### config.mk
export PLATFORM = sky130hd
export DESIGN_NAME = io_timer_flat
export DESIGN_NICKNAME = d
export VERILOG_FILES = /design/src/rtl/io_timer_if.sv /design/src/rtl/io_timer.sv /design/src/flat_wrapper.sv
export SDC_FILE = /design/constraint.sdc
export NUM_CORES = 1
export LEC_CHECK = 0
export ABC_AREA = 1
export CAP_MARGIN = 20
export CORE_MARGIN = 1.5
export CORE_UTILIZATION = 55
export CTS_CLUSTER_DIAMETER = 40
export DETAILED_ROUTE_END_ITERATION = 12
export GPL_TIMING_DRIVEN = 0
export PLACE_DENSITY = 0.77
export SETUP_SLACK_MARGIN = 0.5
export SLEW_MARGIN = 20
export SYNTH_ARGS = -nofsm -noshare
export SYNTH_HDL_FRONTEND = slang
export SYNTH_SLANG_ARGS = --single-unit
### constraint.sdc
create_clock -name clk -period 4.35 [get_ports clk]
set_input_delay 0.87 -clock clk [delete_from_list [all_inputs] [get_ports clk]]
set_output_delay 0.87 -clock clk [all_outputs]
set_load 0.02 [all_outputs]
### src/rtl/io_timer_if.sv
// Bus-side interface for io_timer: address, write data, strobes and read data.
// The CPU drives the master side; the timer sits on the slave side.
interface io_timer_if;
  logic [15:0] address;
  logic [7:0]  din;
  logic        write_en;
  logic        read_en;
  logic [7:0]  dout;

  modport master (output address, output din, output write_en, output read_en, input dout);
  modport slave  (input address, input din, input write_en, input read_en, output dout);
endinterface

### src/rtl/io_timer.sv
// io_timer: memory-mapped 16-bit prescaled timer/counter on the CPU IO page.
// Register window of 8 bytes at BASE_ADDR; 16-bit registers are accessed
// atomically through an 8-bit TEMP latch. The level irq holds until irq_clr_i
// or a W1C write to STATUS.MF.
// Optional build macro IO_TIMER_PWM_EN adds a PWM output with polarity bit CTRL[7];
// without it pwm_out_o is tied low and CTRL[7] is read-only zero.
module io_timer #(
  parameter logic [15:0] BASE_ADDR = 16'h1010
) (
  input  logic        clk,
  input  logic        rst,
  io_timer_if.slave   bus,
  input  logic        irq_clr_i,
  output logic        irq_o,
  output logic        pwm_out_o
);

`ifdef IO_TIMER_PWM_EN
  localparam logic [7:0] CTRL_MASK = 8'hF7;
`else
  localparam logic [7:0] CTRL_MASK = 8'h77;
`endif

  logic        sel, wr, rd;
  logic [2:0]  off;
  logic        en, ctc, ie;
  logic [2:0]  ps;
  logic [7:0]  pre_mask;
  logic        tick;
  logic        cnt_commit;
  logic        mf_set, ovf_set, mf_clr, ovf_clr;

  logic [7:0]  ctrl_q, ctrl_d;
  logic        mf_q, mf_d, ovf_q, ovf_d;
  logic [15:0] cnt_q, cnt_d, cmp_q, cmp_d;
  logic [7:0]  temp_q, temp_d, pre_q, pre_d, dout_q, dout_d;
  logic        irq_q, irq_d;

  assign sel = (bus.address[15:3] == BASE_ADDR[15:3]);
  assign wr  = bus.write_en & sel;
  assign rd  = bus.read_en & sel;
  assign off = bus.address[2:0];

  assign en  = ctrl_q[0];
  assign ctc = ctrl_q[1];
  assign ie  = ctrl_q[2];
  assign ps  = ctrl_q[6:4];

  // Tick fires when the low PS bits of the prescaler are all ones (every cycle for PS=0).
  assign pre_mask   = (8'd1 << ps) - 8'd1;
  assign tick       = en & ((pre_q & pre_mask) == pre_mask);
  assign cnt_commit = wr & (off == 3'd2);

  // Next-state computation for all registers: bus decode, counting, flags, read mux.
  always_comb begin
    ctrl_d  = ctrl_q;
    cnt_d   = cnt_q;
    cmp_d   = cmp_q;
    temp_d  = temp_q;
    pre_d   = en ? (pre_q + 8'd1) : 8'd0;
    mf_set  = 1'b0;
    ovf_set = 1'b0;
    mf_clr  = irq_clr_i | (wr & (off == 3'd1) & bus.din[0]);
    ovf_clr = wr & (off == 3'd1) & bus.din[1];
    dout_d  = 8'd0;

    // Counting comes first so a same-cycle CNT_L commit overrides it below.
    if (tick && !cnt_commit) begin
      if (cnt_q == cmp_q) begin
        mf_set = 1'b1;
        cnt_d  = ctc ? 16'd0 : (cnt_q + 16'd1);
      end else if (cnt_q == 16'hFFFF) begin
        ovf_set = 1'b1;
        cnt_d   = 16'd0;
      end else begin
        cnt_d = cnt_q + 16'd1;
      end
    end

    if (wr) begin
      case (off)
        3'd0:    ctrl_d = bus.din & CTRL_MASK;
        3'd2:    cnt_d  = {temp_q, bus.din};
        3'd3:    temp_d = bus.din;
        3'd4:    cmp_d  = {temp_q, bus.din};
        3'd5:    temp_d = bus.din;
        default: ;
      endcase
    end

    // Reading CNT_L snapshots the high byte so a following CNT_H read is coherent.
    if (rd && (off == 3'd2)) begin
      temp_d = cnt_q[15:8];
    end

    if (rd) begin
      case (off)
        3'd0:    dout_d = ctrl_q;
        3'd1:    dout_d = {6'd0, ovf_q, mf_q};
        3'd2:    dout_d = cnt_q[7:0];
        3'd3:    dout_d = temp_q;
        3'd4:    dout_d = cmp_q[7:0];
        3'd5:    dout_d = cmp_q[15:8];
        default: dout_d = 8'd0;
      endcase
    end

    // Hardware set wins over any clear in the same cycle.
    mf_d  = mf_set  | (mf_q  & ~mf_clr);
    ovf_d = ovf_set | (ovf_q & ~ovf_clr);
    irq_d = mf_q & ie;
  end

  // State registers with asynchronous reset.
  always_ff @(posedge clk or posedge rst) begin
    if (rst) begin
      ctrl_q <= 8'd0;
      mf_q   <= 1'b0;
      ovf_q  <= 1'b0;
      cnt_q  <= 16'd0;
      cmp_q  <= 16'hFFFF;
      temp_q <= 8'd0;
      pre_q  <= 8'd0;
      dout_q <= 8'd0;
      irq_q  <= 1'b0;
    end else begin
      ctrl_q <= ctrl_d;
      mf_q   <= mf_d;
      ovf_q  <= ovf_d;
      cnt_q  <= cnt_d;
      cmp_q  <= cmp_d;
      temp_q <= temp_d;
      pre_q  <= pre_d;
      dout_q <= dout_d;
      irq_q  <= irq_d;
    end
  end

  assign bus.dout = dout_q;
  assign irq_o    = irq_q;

`ifdef IO_TIMER_PWM_EN
  logic pwm_q, pwm_d;

  // PWM is high while the count is below compare; CTRL[7] inverts it.
  always_comb begin
    pwm_d = ctrl_q[7] ^ (en & (cnt_q < cmp_q));
  end

  // PWM output flop.
  always_ff @(posedge clk or posedge rst) begin
    if (rst) pwm_q <= 1'b0;
    else     pwm_q <= pwm_d;
  end

  assign pwm_out_o = pwm_q;
`else
  assign pwm_out_o = 1'b0;
`endif

endmodule

### src/flat_wrapper.sv
// flat-port wrapper written by rule: the top's interface ports become plain ports
module io_timer_flat 
#(
  parameter logic [15:0] BASE_ADDR = 16'h1010
)
  (clk, rst, irq_clr_i, irq_o, pwm_out_o, bus_address, bus_din, bus_write_en, bus_read_en, bus_dout);
  io_timer_if bus_i ();
  input  logic clk;
  input  logic rst;
  input  logic irq_clr_i;
  output logic irq_o;
  output logic pwm_out_o;
  input wire logic [$bits(bus_i.address)-1:0] bus_address;
  input wire logic [$bits(bus_i.din)-1:0] bus_din;
  input wire logic [$bits(bus_i.write_en)-1:0] bus_write_en;
  input wire logic [$bits(bus_i.read_en)-1:0] bus_read_en;
  output wire logic [$bits(bus_i.dout)-1:0] bus_dout;
  assign bus_i.address = bus_address;
  assign bus_i.din = bus_din;
  assign bus_i.write_en = bus_write_en;
  assign bus_i.read_en = bus_read_en;
  assign bus_dout = bus_i.dout;
  io_timer #(.BASE_ADDR(BASE_ADDR)) u_core (.clk(clk), .rst(rst), .bus(bus_i), .irq_clr_i(irq_clr_i), .irq_o(irq_o), .pwm_out_o(pwm_out_o));
endmodule
### After elaboration in Yosys (flattened, before gate mapping)

Index checks and enable logic that the tools add are counted.

* word-level logic and storage cells: 65
* bits of input ports: 29
* register bits after elaboration: 65
* output and inout port bits: 10

* reductions and logical operators: 10
* bitwise logic cells: 16
* multiplexer cells: 17
* shifts and indexed selects: 1
* $add $sub $neg: 3
* equal/unequal tests: 9

Operators by type and width (number)
* 16-bit two-way mux: 6
* 8-bit case mux with 6 select lines: 1
* 8-bit two-way mux: 5
* 16-bit by 1-bit adder with 16-bit output, second input constant: 1
* 16-bit == test: 1
* 16-bit == test, second input constant: 1
* 13-bit by 10-bit == test with 1-bit output, second input constant: 1
* 1-bit bitwise AND: 10
* 8-bit by 1-bit adder with 8-bit output, second input constant: 1
* 8-bit bitwise AND: 1
* 8-bit == test: 1
* 1-bit by 3-bit << shifter with 8-bit output, first input constant: 1
* 8-bit by 1-bit subtractor with 8-bit output, second input constant: 1
* 3-bit by 2-bit == test with 1-bit output, second input constant: 2
* 3-bit == test, second input constant: 2
* 2-bit AND reduction: 3
* 1-bit two-way mux: 5
* 2-bit nonzero test: 2
* 3-bit by 1-bit == test with 1-bit output, second input constant: 1
* 3-bit logical NOT: 1
* 1-bit OR: 3
* 1-bit logical AND: 2
* 1-bit inverter: 2
* 2-bit OR reduction: 1
* 1-bit logical NOT: 1

### Depth between registers and ports, before layout

Gate-level depths: netlist (run 1).

* depth after elaboration: 9
* depth in mapped cells: 17
* gate-level depth less buffers: 15

### Worst setup path after synthesis (run 1)

No wires, ideal clock.

* path kind: in2reg
* start point: in bus_address[3]
* end point: reg u_core.cnt_q[11]
* path slack: 2.278 ns
* data required time: 4.285 ns
* buffers on the path: 1
* stages: 12
* setup time: 0.065 ns
* data arrival time: 2.008 ns
* cells stage by stage: inv_1 nand2_1 nor2_1 nand2_1 nor2_2 nand3_2 nand2_1 nor2_1 buf_4 a21oi_4 nand3_1 nand2_1

* longest elaborated chain between the ends: 8

RTL lines
* start: declaration: RTL line flat_wrapper.sv:13 `input wire logic [$bits(bus_i.address)-1:0] bus_address;`
* 13-bit by 10-bit == test with 1-bit output *: RTL line io_timer.sv:39 `assign sel = (bus.address[15:3] == BASE_ADDR[15:3]);`
* 1-bit bitwise AND *: RTL line io_timer.sv:40 `assign wr = bus.write_en & sel;`
* 1-bit bitwise AND: RTL line io_timer.sv:52 `assign cnt_commit = wr & (off == 3'd2);`
* 1-bit logical NOT: RTL line io_timer.sv:68 `if (tick && !cnt_commit) begin`
* 1-bit logical AND: RTL line io_timer.sv:68
* 16-bit two-way mux: RTL line io_timer.sv:68
* 16-bit two-way mux: RTL line io_timer.sv:81 `case (off)`
* 16-bit two-way mux *: RTL line io_timer.sv:80 `if (wr) begin`
* named net u_core.cnt_d[11]: RTL line io_timer.sv:35 `logic [15:0] cnt_q, cnt_d, cmp_q, cmp_d;`
* end signal: assignment: RTL line io_timer.sv:130 `cnt_q <= cnt_d;`
* end: declaration: RTL line io_timer.sv:35

Mark *: on every way through the listed nets, which the timed path passes. The rest lies on a longest branch.
A chain may end at the register's enable or synchronous reset.

### Worst setup path in the final report (run 1)

* start point: in bus_address[2]
* end point: reg u_core.temp_q[3]

* longest elaborated chain between the ends: 4
* elaborated cells between the ends (all ways): 9
* classes of those cells: eq/ne: 3; mux: 1; reduce/logical: 5

RTL lines
* 3-bit by 2-bit == test with 1-bit output (tied with other cells): RTL line io_timer.sv:81
* 2-bit OR reduction (no line) / 1-bit logical AND (equally long branches)
* 2-bit nonzero test (no line)
* 2-bit AND reduction (no line)
* end signal: assignment: RTL line io_timer.sv:132 `temp_q <= temp_d;`
* end: declaration: RTL line io_timer.sv:36 `logic [7:0] temp_q, temp_d, pre_q, pre_d, dout_q, dout_d;`

Parallel ways exist; a longest one is shown, timed or not.

==> results.md, run 1 <==
* Setup Skew at approximately 0.011 ns
* Total iterations of the first detailed-routing run at 6
* Cts bufs inserted at 9
* Initial drt markers at 402
* WHS Path Cells at 1
* Max_slew headroom at a little over two fifths
* TritonCTS Sinks at 64
* Worst EP required at approximately 4.6 ns
* Post-synth top flop: dfrtp_1
* Commonest cells after routing, fill and taps aside: nand2_1 (199), inv_1 (92), nand3_1 (49), o21ai_0 (49), dfrtp_1 (48)
* Starting Density at roughly 58%
* Setup bufs post-CTS at 0
* Synthesis Warnings at 0
* Grt total ovfl at 0
* Die Height at between 80 and 90 um
* Routed Antenna Nets at 0
* Die Span X at between 80 and 90 um
* Setup TNS at 0 ns
* Reg-to-Reg Start: u_core.ctrl_q[5]$_DFFE_PP0P_
* Post-synth ARST share at between 90% and 100%
* Highest ir drop seen on vdd at roughly 0.00018 V
* Final hold slack at around 0.46 ns
* Sequential area share after synthesis at roughly two fifths
* Post-synthesis cell type count at 32
* RSZ-0062 raised after global routing: no
* Compound-Gate Fraction of Synth Area at about an eighth
* Initial antenna violation count at 0
* Hold buffers post-CTS at 0
* Synth Area in Simple Gates at 34.5%
* Max cap viols at 0
* Main combinational cell family by area after synthesis: simple AND/OR/NAND/NOR gates
* All-layer global routing usage at between 30 and 40%
* Die Area at 7830 um^2
* Flops & latches, synth at 64
* H-tree depth at 3
* Post-route DRC violation count at 0
* Port Buffers at 37
* R2R depth at 15
* Syn Inst Count at roughly 600
* Crit Path Class: input port to flop
* Worst Hold End: u_core.pre_q[0]$_DFF_PP0_
* Via count at 4215
* Final critical-path share of the clock period at 62.4%
* Outcome: finished, final reports clean
* Worst R2R Setup Slack at between 1.5 and 2 ns
* Vias in the first global route at about 3900
* Syn-to-layout area delta at 17.3%
* Hpwl dp at 9.04 mm
* Syn nets at roughly 630
* Leak at ~2.3 nW
* Fmax at 369 MHz
* Post-CTS sizing at 0
* Via-to-Cell Ratio at roughly 5.6
* Max Root-Sink Buffers at 2
* Clock-pin slew on the worst setup and hold paths at about 0.070 ns
* Post-Syn Area per Cell at roughly 6.7 um^2
* Xor and xnor area share after synthesis at less than 1%
* Layout cell share with drive strength beyond 1 at under 10%
* Area of the core at just under 7000 um^2
* I/O pin cnt at 39
* Routability Congestion at 1.00
* Adder-cell share of the synthesized area at less than 1%
* Startpoint Class: input port
* Reg-to-reg endpoint: u_core.cnt_q[6]$_DFF_PP0_
* CP Max Fanout at 8
* Clock period minus worst slack at 2.71 ns
* Number of synthesized flops with an enable pin at 0
* Rows at 30
* Mapped Area at 4020 um^2
* Root Buffer: clkbuf_8
* Commonest non-fill, non-tap cell in the layout: nand2_1
* Fin. Hold Viols at 0
* Final Max Tran Viols at 0
* Power per cell area at ~240 nW/um^2
* Hold Crit Class: flop to flop
* Mux share of post-synthesis cell area at 0%
* Final setup viols at 0
* Slew at the pin closest to its max-slew limit at 0.839 ns
* First-pass GRT wire length at slightly below 20 mm
* Final WL at ~12 mm
* Layout Nets at 680
* CP arrival at 2.97 ns
* WL/cell at around 16 um
* Largest net degree at the start of global routing at 40
* ANT cells at 0
* Hold Startpoint: u_core.pre_q[0]$_DFF_PP0_
* Clk Latency, worst-skew pair at 0.35 ns
* CTS tree: done
* Setup crit end kind: flop
[registers in the layout (all words and copies together), names as in the netlist]
| name | count |
|---|---|
| u_core.pre_q | 7 |
| u_core.ctrl_q | 6 |
| u_core.irq_o | 1 |
| u_core.cmp_q | 16 |
| u_core.bus.dout | 8 |
| u_core.temp_q | 8 |
| u_core.cnt_q | 16 |
| u_core.mf_q | 1 |
| u_core.ovf_q | 1 |
[how the worst max path moves through the flow]
stage,start,depth (start not counted),end
final,bus_address[2],7,u_core.temp_q[3]$_DFFE_PP0P_
after global routing,bus_address[3],13,u_core.cnt_q[15]$_DFF_PP0_
after CTS,bus_address[2],7,u_core.temp_q[3]$_DFFE_PP0P_
after detailed placement,bus_address[2],7,u_core.temp_q[3]$_DFFE_PP0P_
after global placement,rst,2,u_core.bus.dout[6]$_DFF_PP0_
after floorplan,rst,1,u_core.bus.dout[0]$_DFF_PP0_
[power breakdown]
group          switching (mW)  internal [mW]  total [mW]  leakage, nW
clock network           0.233          0.251       0.484       0.0992
logic                  0.0407         0.0317      0.0723         1.47
registers            0.000444          0.596       0.597        0.742
[area by class of cell]
cell class,instances,area [um^2]
Sequential cell,64,1620
Multi-Input combinational cell,419,1940
Clock inverter,3,15.0
Buffer,17,92.6
Fill cell,630,2230
Timing Repair Buffer,38,390
Tap cell,96,120
Inverter,99,374
Clock buffer,13,169
[cells in the mapped netlist (all sizes together) (3+ instances only)]
master | number | area (um^2)
dfstp | 16 | 420
clkbuf | 6 | 22.5
o21ai | 50 | 250
a21oi | 14 | 81.3
o22ai | 8 | 50.1
nand3 | 50 | 255
a22oi | 7 | 52.6
nand2 | 201 | 759
dfrtp | 48 | 1200
nor2 | 47 | 189
buf | 11 | 70.1
and3 | 3 | 18.8
a221oi | 3 | 26.3
o221ai | 3 | 26.3
nand4 | 9 | 62.6
ha | 3 | 37.5
nor3 | 13 | 75.1
inv | 99 | 372
[critical path, stage by stage]
cell and delay [ns]:
clkdlybuf4s50_1 0.59, nand3_1 0.41, nand2_1 0.18, nand2_1 0.26
nand2_1 0.23, inv_1 0.20, a22oi_1 0.22
[per-layer routing]
metal  wire, um  vias to the layer above  GRT usage [%]
li1           -                     2015              -
met3       1010                       27           7.37
met1       5270                     1955           45.6
met4        298                        0           11.4
met2       5700                      218           54.3
met5          0                        -              0
[cells by family after synthesis]
family | after synthesis
other | 1
adder cells (fa/ha/maj) | 3
buffers and inverters | 116
AO/OA/AOI/OAI | 87
flip-flops | 64
XOR/XNOR | 1
AND/OR/NAND/NOR | 327
[metrics by stage]
stage | std cells | worst slack (ns) | total power, mW | instance area, um^2 | util, %
6_report | 749 | 1.64 | 1.15 | 4720 | 67.9
2_1_floorplan | 599 | 1.91 | 0.635 | 4020 | -
5_1_grt | 749 | 1.53 | 1.19 | 4720 | 67.9
4_1_cts | 749 | 1.72 | 1.15 | 4720 | 67.9
3_3_place_gp | 732 | 0.806 | 0.675 | 4510 | 65.0
3_5_place_dp | 733 | 1.36 | 0.679 | 4530 | 65.3
Power figures use the tool's default switching activity.
==> inputs of run 2 (changes only) <==
--- a/config.mk
+++ b/config.mk
@@ -8,7 +8,7 @@
 export ABC_AREA = 1
 export CAP_MARGIN = 20
 export CORE_MARGIN = 1.5
-export CORE_UTILIZATION = 55
+export CORE_UTILIZATION = 52
 export CTS_CLUSTER_DIAMETER = 40
 export DETAILED_ROUTE_END_ITERATION = 12
 export GPL_TIMING_DRIVEN = 0
==> constraint.sdc (replaced) <==
create_clock -name clk -period 2.2 [get_ports clk]
set_input_delay 0.44 -clock clk [delete_from_list [all_inputs] [get_ports clk]]
set_output_delay 0.44 -clock clk [all_outputs]
set_load 0.02 [all_outputs]
==> run 2 against run 1 <==
  * Count of clock-buffer cells in the layout shrank 4
  * Power grew 120%
  * Non-clock buffer count grew 32
  * Global-route usage grew 0.32 points
  * Setup slack lost 1.6 ns
  * Final cell count grew 4.8%
  * Combinational power grew to 2.5 times the previous value
  * Clock skew grew 0.0010 ns
  * First-iteration DRC count grew 55%
  * Sequential share of layout area shrank 6.3 points
  * Die area grew 5.6%
  * Core utilization grew 11 points
  * Critical path type is now flop to flop
  * Largest cell class unchanged
==> results.md, run 2 (synthesized netlist as in run 1, its figures left out) <==
* Outcome: finished, final reports clean
* Buf+Inv Stages, Crit Path at 4 (+2)
* Power per cell area at 447 nW/um^2 (+83%)
* Grt total ovfl at 0 (unchanged)
* Initial antenna violation count at 0 (unchanged)
* Via-to-Cell Ratio at 5.81 (+3.2%)
* Placed insts at 737 (+0.55%)
* Cts bufs inserted at 9 (unchanged)
* Reg-to-Reg Start: u_core.ctrl_q[5]$_DFFE_PP0P_
* RSZ-0062 raised after global routing: yes
* Sequential power share at 45.5% (-6.3 points)
* CP Max Fanout at 3 (-5)
* Area of the core at 7370 um^2 (+6.1%)
* Starting Density at 54.6% (-3.3 points)
* Die Span X at 90.9 um (+2.8%)
* TritonCTS Sinks at 64 (unchanged)
* Fillers at 506 (-20%)
* Highest ir drop seen on vdd at 0.000370 V (+100%)
* Clock-pin slew on the worst setup and hold paths at 0.07 ns (about the same)
* Setup TNS at 0 ns (unchanged)
* Hold buffers post-CTS at 0 (unchanged)
* Setup crit end kind: flop
* Worst EP required at 2.47 ns (-2.14 ns)
* Root Buffer: clkbuf_8
* Crit Path Class: flop to flop
* CTS tree: done
* Design Area, Final at 5790 um^2 (+23%)
* Power share of the clock group at 47.5% (+5.5 points)
* Clock period minus worst slack at approximately 2.2 ns
* Total iterations of the first detailed-routing run at 5 (-1)
* Hold Crit Class: input port to async pin
* Final setup viols at 0 (unchanged)
* H-tree depth at 3 (unchanged)
* Max Root-Sink Buffers at 2 (unchanged)
* Clk Latency, worst-skew pair at 0.35 ns (about the same)
* Die Height at 90.9 um (+2.8%)
* Sw Share at 23.0% (-0.70 points)
* Commonest cells after routing, fill and taps aside: nand2_1 (173), inv_1 (86), dfrtp_1 (45), nand3_1 (37), nor2_1 (36)
* Crit-path slowest cell: dfrtp_1
* Reg-to-reg endpoint: u_core.cnt_q[10]$_DFF_PP0_
* Rows at 31 (+3.3%)
* Initial drt markers at 622 (+55%)
* Comb power frac at 7.0% (+0.7 points)
* Non-filler cells, final at 785 (+4.8%)
* Layout Nets at 713 (+4.9%)
* Max cap viols at 0 (unchanged)
* Final Max Tran Viols at 0 (unchanged)
* Leak at 2.80 nW (+21%)
* Slew at the pin closest to its max-slew limit at 0.527 ns (-0.312 ns)
* Fin. Hold Viols at 0 (unchanged)
* Final critical-path share of the clock period at 98.9%
* Max_slew headroom at 64.6% (+21 points)
* Critical-path cell list: buf_6 -> nor2_4 -> nand2_2 -> ha_4 -> nor2_4 -> inv_2 -> nand3_2 -> nor2_2 -> nand3_2 -> nor2_4 -> buf_6 -> buf_6 -> nand3_1 -> nand2_1 -> nand2_1 -> o21ai_1
* WL/cell at 19.0 um (+16%)
* Routed Antenna Nets at 0 (unchanged)
* Syn-to-layout area delta at 43.9%
* Post-route DRC violation count at 0 (unchanged)
* Setup Skew at 0.0117 ns (+0.00102 ns)
* Largest regs: u_core.cmp_q x16, u_core.cnt_q x16
* Post-DP Area at 4580 um^2 (+1.1%)
* Slowest stage delay, CP at 0.38 ns (-0.21 ns)
* Layout cell share with drive strength beyond 1 at 30.0% (+21 points)
* Worst R2R Setup Slack at 0.02 ns (-1.83 ns)
* Port Buffers at 37 (unchanged)
* ANT cells at 0 (unchanged)
* Final WL at 14.9 mm (+21%)
* Die Area at 8270 um^2 (+5.6%)
* Routability Congestion at 0.949 (-5.2%)
* First-pass GRT wire length at 21.5 mm (+10%)
* I/O pin cnt at 39 (unchanged)
* Commonest non-fill, non-tap cell in the layout: nand2_1
* Fmax at 460 MHz
* R2R depth at 16 (+1)
* Fin util at 78.5% (+11 points)
* Sw Pwr at 0.597 mW (+120%)
* Startpoint Class: flop
* Via count at 4557 (+8.1%)
* Internal power at 1.99 mW (+130%)
* Vias in the first global route at 4081 (+5.0%)
* Cell class contributing the biggest share of worst-path delay: simple AND/OR/NAND/NOR gates
* Hpwl dp at 9.35 mm (+3.4%)
* Largest net degree at the start of global routing at 27 (-33%)
* All-layer global routing usage at 34.2% (+0.32 points)
* CP arrival at 2.44 ns (-0.53 ns)
==> run 2: changes by cell type in the layout (fill, tap and decap cells not counted), moves of 7 or more <==
cell	before	now
buf_4	6	23
o21ai_1	1	8
nand2_2	2	14
nand3_2	1	10
nand2_4	0	12
buf_6	0	11
o21ai_0	49	15
clkdlybuf4s50_1	37	11
nand2_1	199	173
o21ai_2	0	24
nand3_1	49	37
dlygate4sd2_1	0	11
==> run 2: how the worst max path moves through the flow <==
stage | slack, ns | startpoint | to | depth (start not counted)
finish | 0.02 | u_core.ctrl_q[5]$_DFFE_PP0P_ | u_core.cnt_q[10]$_DFF_PP0_ | 16
global route | -0.04 | u_core.cmp_q[14]$_DFFE_PP1P_ | u_core.cnt_q[9]$_DFF_PP0_ | 12
CTS | 0.13 | u_core.ctrl_q[5]$_DFFE_PP0P_ | u_core.cnt_q[6]$_DFF_PP0_ | 15
detailed placement | -0.53 | bus_address[2] | u_core.temp_q[2]$_DFFE_PP0P_ | 7
global placement | -0.49 | bus_address[1] | u_core.temp_q[2]$_DFFE_PP0P_ | 8
floorplan | 0.29 | u_core.ctrl_q[5]$_DFFE_PP0P_ | u_core.cnt_q[4]$_DFF_PP0_ | 15
==> run 2: worst register-to-register path: cells and delay by family (launching register included) <==
| kind | cells | cell delay [ns] |
|---|---|---|
| simple gates | 10 | 0.90 |
| flops | 1 | 0.38 |
| buf+inv | 4 | 0.38 |
| fa+ha+maj | 1 | 0.28 |
| compound gates | 1 | 0.16 |
==> run 2: final cells by class <==
| type | count | area (um^2) | share of cell area [%] |
|---|---|---|---|
| clock inverters | 7 | 110 | 1.90 |
| clock buffers | 9 | 124 | 2.14 |
| multi-input cells | 420 | 2490 | 43.1 |
| well taps | 99 | 124 | 2.14 |
| flip-flops and latches | 64 | 1630 | 28.1 |
| repair buffers | 70 | 731 | 12.6 |
| inverters | 99 | 388 | 6.70 |
| plain buffers | 17 | 191 | 3.31 |
==> run 2: power by group through the flow <==
stage               Sequential, mW  Combinational (mW)  Clock [mW]
finish                        1.18               0.181        1.23
floorplan                     1.20              0.0556           0
global placement              1.20               0.138           0
global route                  1.18               0.194        1.28
CTS                           1.18               0.155        1.23
detailed placement            1.20               0.151           0
==> run 2: through the flow <==
stage	worst slack (ns)	total power, mW	hold WS [ns]
finish	0.0242	2.59	0.455
global route	-0.0398	2.66	0.497
CTS	0.129	2.56	0.463
detailed placement	-0.529	1.35	0.475
global placement	-0.489	1.34	0.456
floorplan	0.285	1.26	0.430
==> run 2: per-layer routing <==
metal | GRT usage [%] | wire length, um | part of all wire (%)
met4 | 17.6 | 588 | 3.9
met3 | 6.95 | 1390 | 9.3
met1 | 44.1 | 5890 | 40
met5 | 0 | 0 | 0
met2 | 54.1 | 7030 | 47
==> run 2: repair_timing <==
| action | in CTS | in global routing |
|---|---|---|
| cloned | 4 | 2 |
| buffers inserted | 15 | 11 |
| gates resized for setup | 121 | 132 |
| endpoints found under the setup margin | 63 | 56 |
| pin swaps | 25 | 45 |
==> RTL edit (config.mk and constraints of run 2) <==
Register the output `irq_o` once more; this adds one clock of latency there. The other outputs are not delayed to match.
--- a/src/rtl/io_timer.sv
+++ b/src/rtl/io_timer.sv
@@ -139,3 +139,5 @@
   assign bus.dout = dout_q;
-  assign irq_o    = irq_q;
+  always_ff @(posedge clk) begin
+    irq_o <= irq_q;
+  end
 
Formal check against the unedited RTL: not equivalent (a bounded check fails within 10 cycles, from zero or initial values and one cycle with rst high).
==> RTL edit against run 2 <==
  * Final area fell by 8.0%
  * Synthesized cell count grew 0.17%
  * Critical path type unchanged
  * Synthesized area is 0.50% higher
  * Worst setup slack better by 0.036 ns
  * Total power fell by 7.2%
  * Non-clock buffer count is 5 lower
  * Maximum frequency rose by 1.7%
  * Sequential cell count increased by 1
  * Wire length is 12% lower
==> RTL edit: results (changes against run 2) <==
* Status: finished clean
* Netlist cell types at 33 (+3.1%)
* Global-route wire length before repair at 20200 um (-6.0%)
* DRT Wirelength at 13000 um (-12%)
* Drt initial violations at 550 (-12%)
* Largest net degree at the start of global routing at 25 (-7.4%)
* Seq/Total Area, Yosys at 40.6% (+0.30 points)
* FF-to-FF setup slack at 0.06 ns (+0.04 ns)
* Via density at 5.75 (-0.95%)
* Hold Path Class: reg -> reg
* CP Capture Point: u_core.cnt_q[15]
* Place WS at -0.318 ns (+0.211 ns)
* Worst Clk Skew at 0.00773 ns (-0.00397 ns)
* Peak VDD IR at 0.339 mV (-8.3%)
* Crit-path max FO at 7 (+4)
* TritonRoute pass-1 iters at 6 (+1)
* Worst r2r path cells at 15 (-1)
* Asr flop ratio synth at 98.5% (-1.5 points)
* P_leak at 0.00272 uW (-2.9%)
* Detailed Place HPWL at 9100 um (-2.7%)
* Share of cells above drive strength 1 at 21.9% (-8.1 points)
* Ranking of synthesized cells by area: dfrtp_1, nand2_1, dfstp_2
* Total GRT Usage at 31.2% (-3.0 points)
* Tmin final at 2.14 ns (-0.0359 ns)
* Final #Nets at 708 (-0.70%)
* Syn_nets at 632 (+0.16%)
* Fillers at 575 (+14%)
RTL edit: report_power, final:
part	leakage, uW	total [uW]	internal [uW]	switching (uW)
Sequential	0.000745	1200	1200	1.05
Combinational	0.00187	160	66.3	93.7
Clock	0.000107	1050	558	489
Total	0.00272	2400	1820	583
RTL edit: per-stage QoR:
step / setup TNS [ns] / std cells / instance area [um2] / hold WS, ns / total power (uW)
floorplan: 0 / 600 / 4060 / 0.324 / 1270
global placement: -8.97 / 736 / 4560 / 0.325 / 1360
detailed placement: -9.79 / 738 / 4610 / 0.329 / 1370
CTS: 0 / 771 / 5070 / 0.346 / 2400
global route: -0.0212 / 780 / 5320 / 0.380 / 2480
finish: 0 / 780 / 5320 / 0.344 / 2400
RTL edit: metal layers:
layer  wire length [um]  global-route usage (%)  vias up
met5                  0                       0        -
met4                408                    13.2        0
met3               1270                    5.11       49
met2               6220                    50.6      276
met1               5150                    41.1     2095
li1                   -                       -     2065
RTL edit: final cells by class:
type	instances	area (um2)	share of cell area, %
Buffer	17	166	3.13
Clock buffer	10	138	2.59
Clock inverter	6	66.3	1.25
Inverter	99	378	7.10
Multi-Input combinational cell	419	2170	40.8
Sequential cell	65	1650	30.9
Tap cell	99	124	2.33
Timing Repair Buffer	65	634	11.9
RTL edit: logic make-up after synthesis:
| group | share of synthesized area [%] |
|---|---|
| simple gates | 34.3 |
| xor+xnor | 0.217 |
| other cells | 0.0928 |
| buf+inv | 11.5 |
| fa+ha+maj | 0.929 |
| flops | 40.6 |
| compound gates | 12.4 |
RTL edit: what timing repair did:
action,CTS,global route
hold endpoints to repair,0,0
endpoints found under the setup margin,63,57
setup buffers,15,9
gates cloned,2,0
pin swaps,15,29
resized for setup,62,73
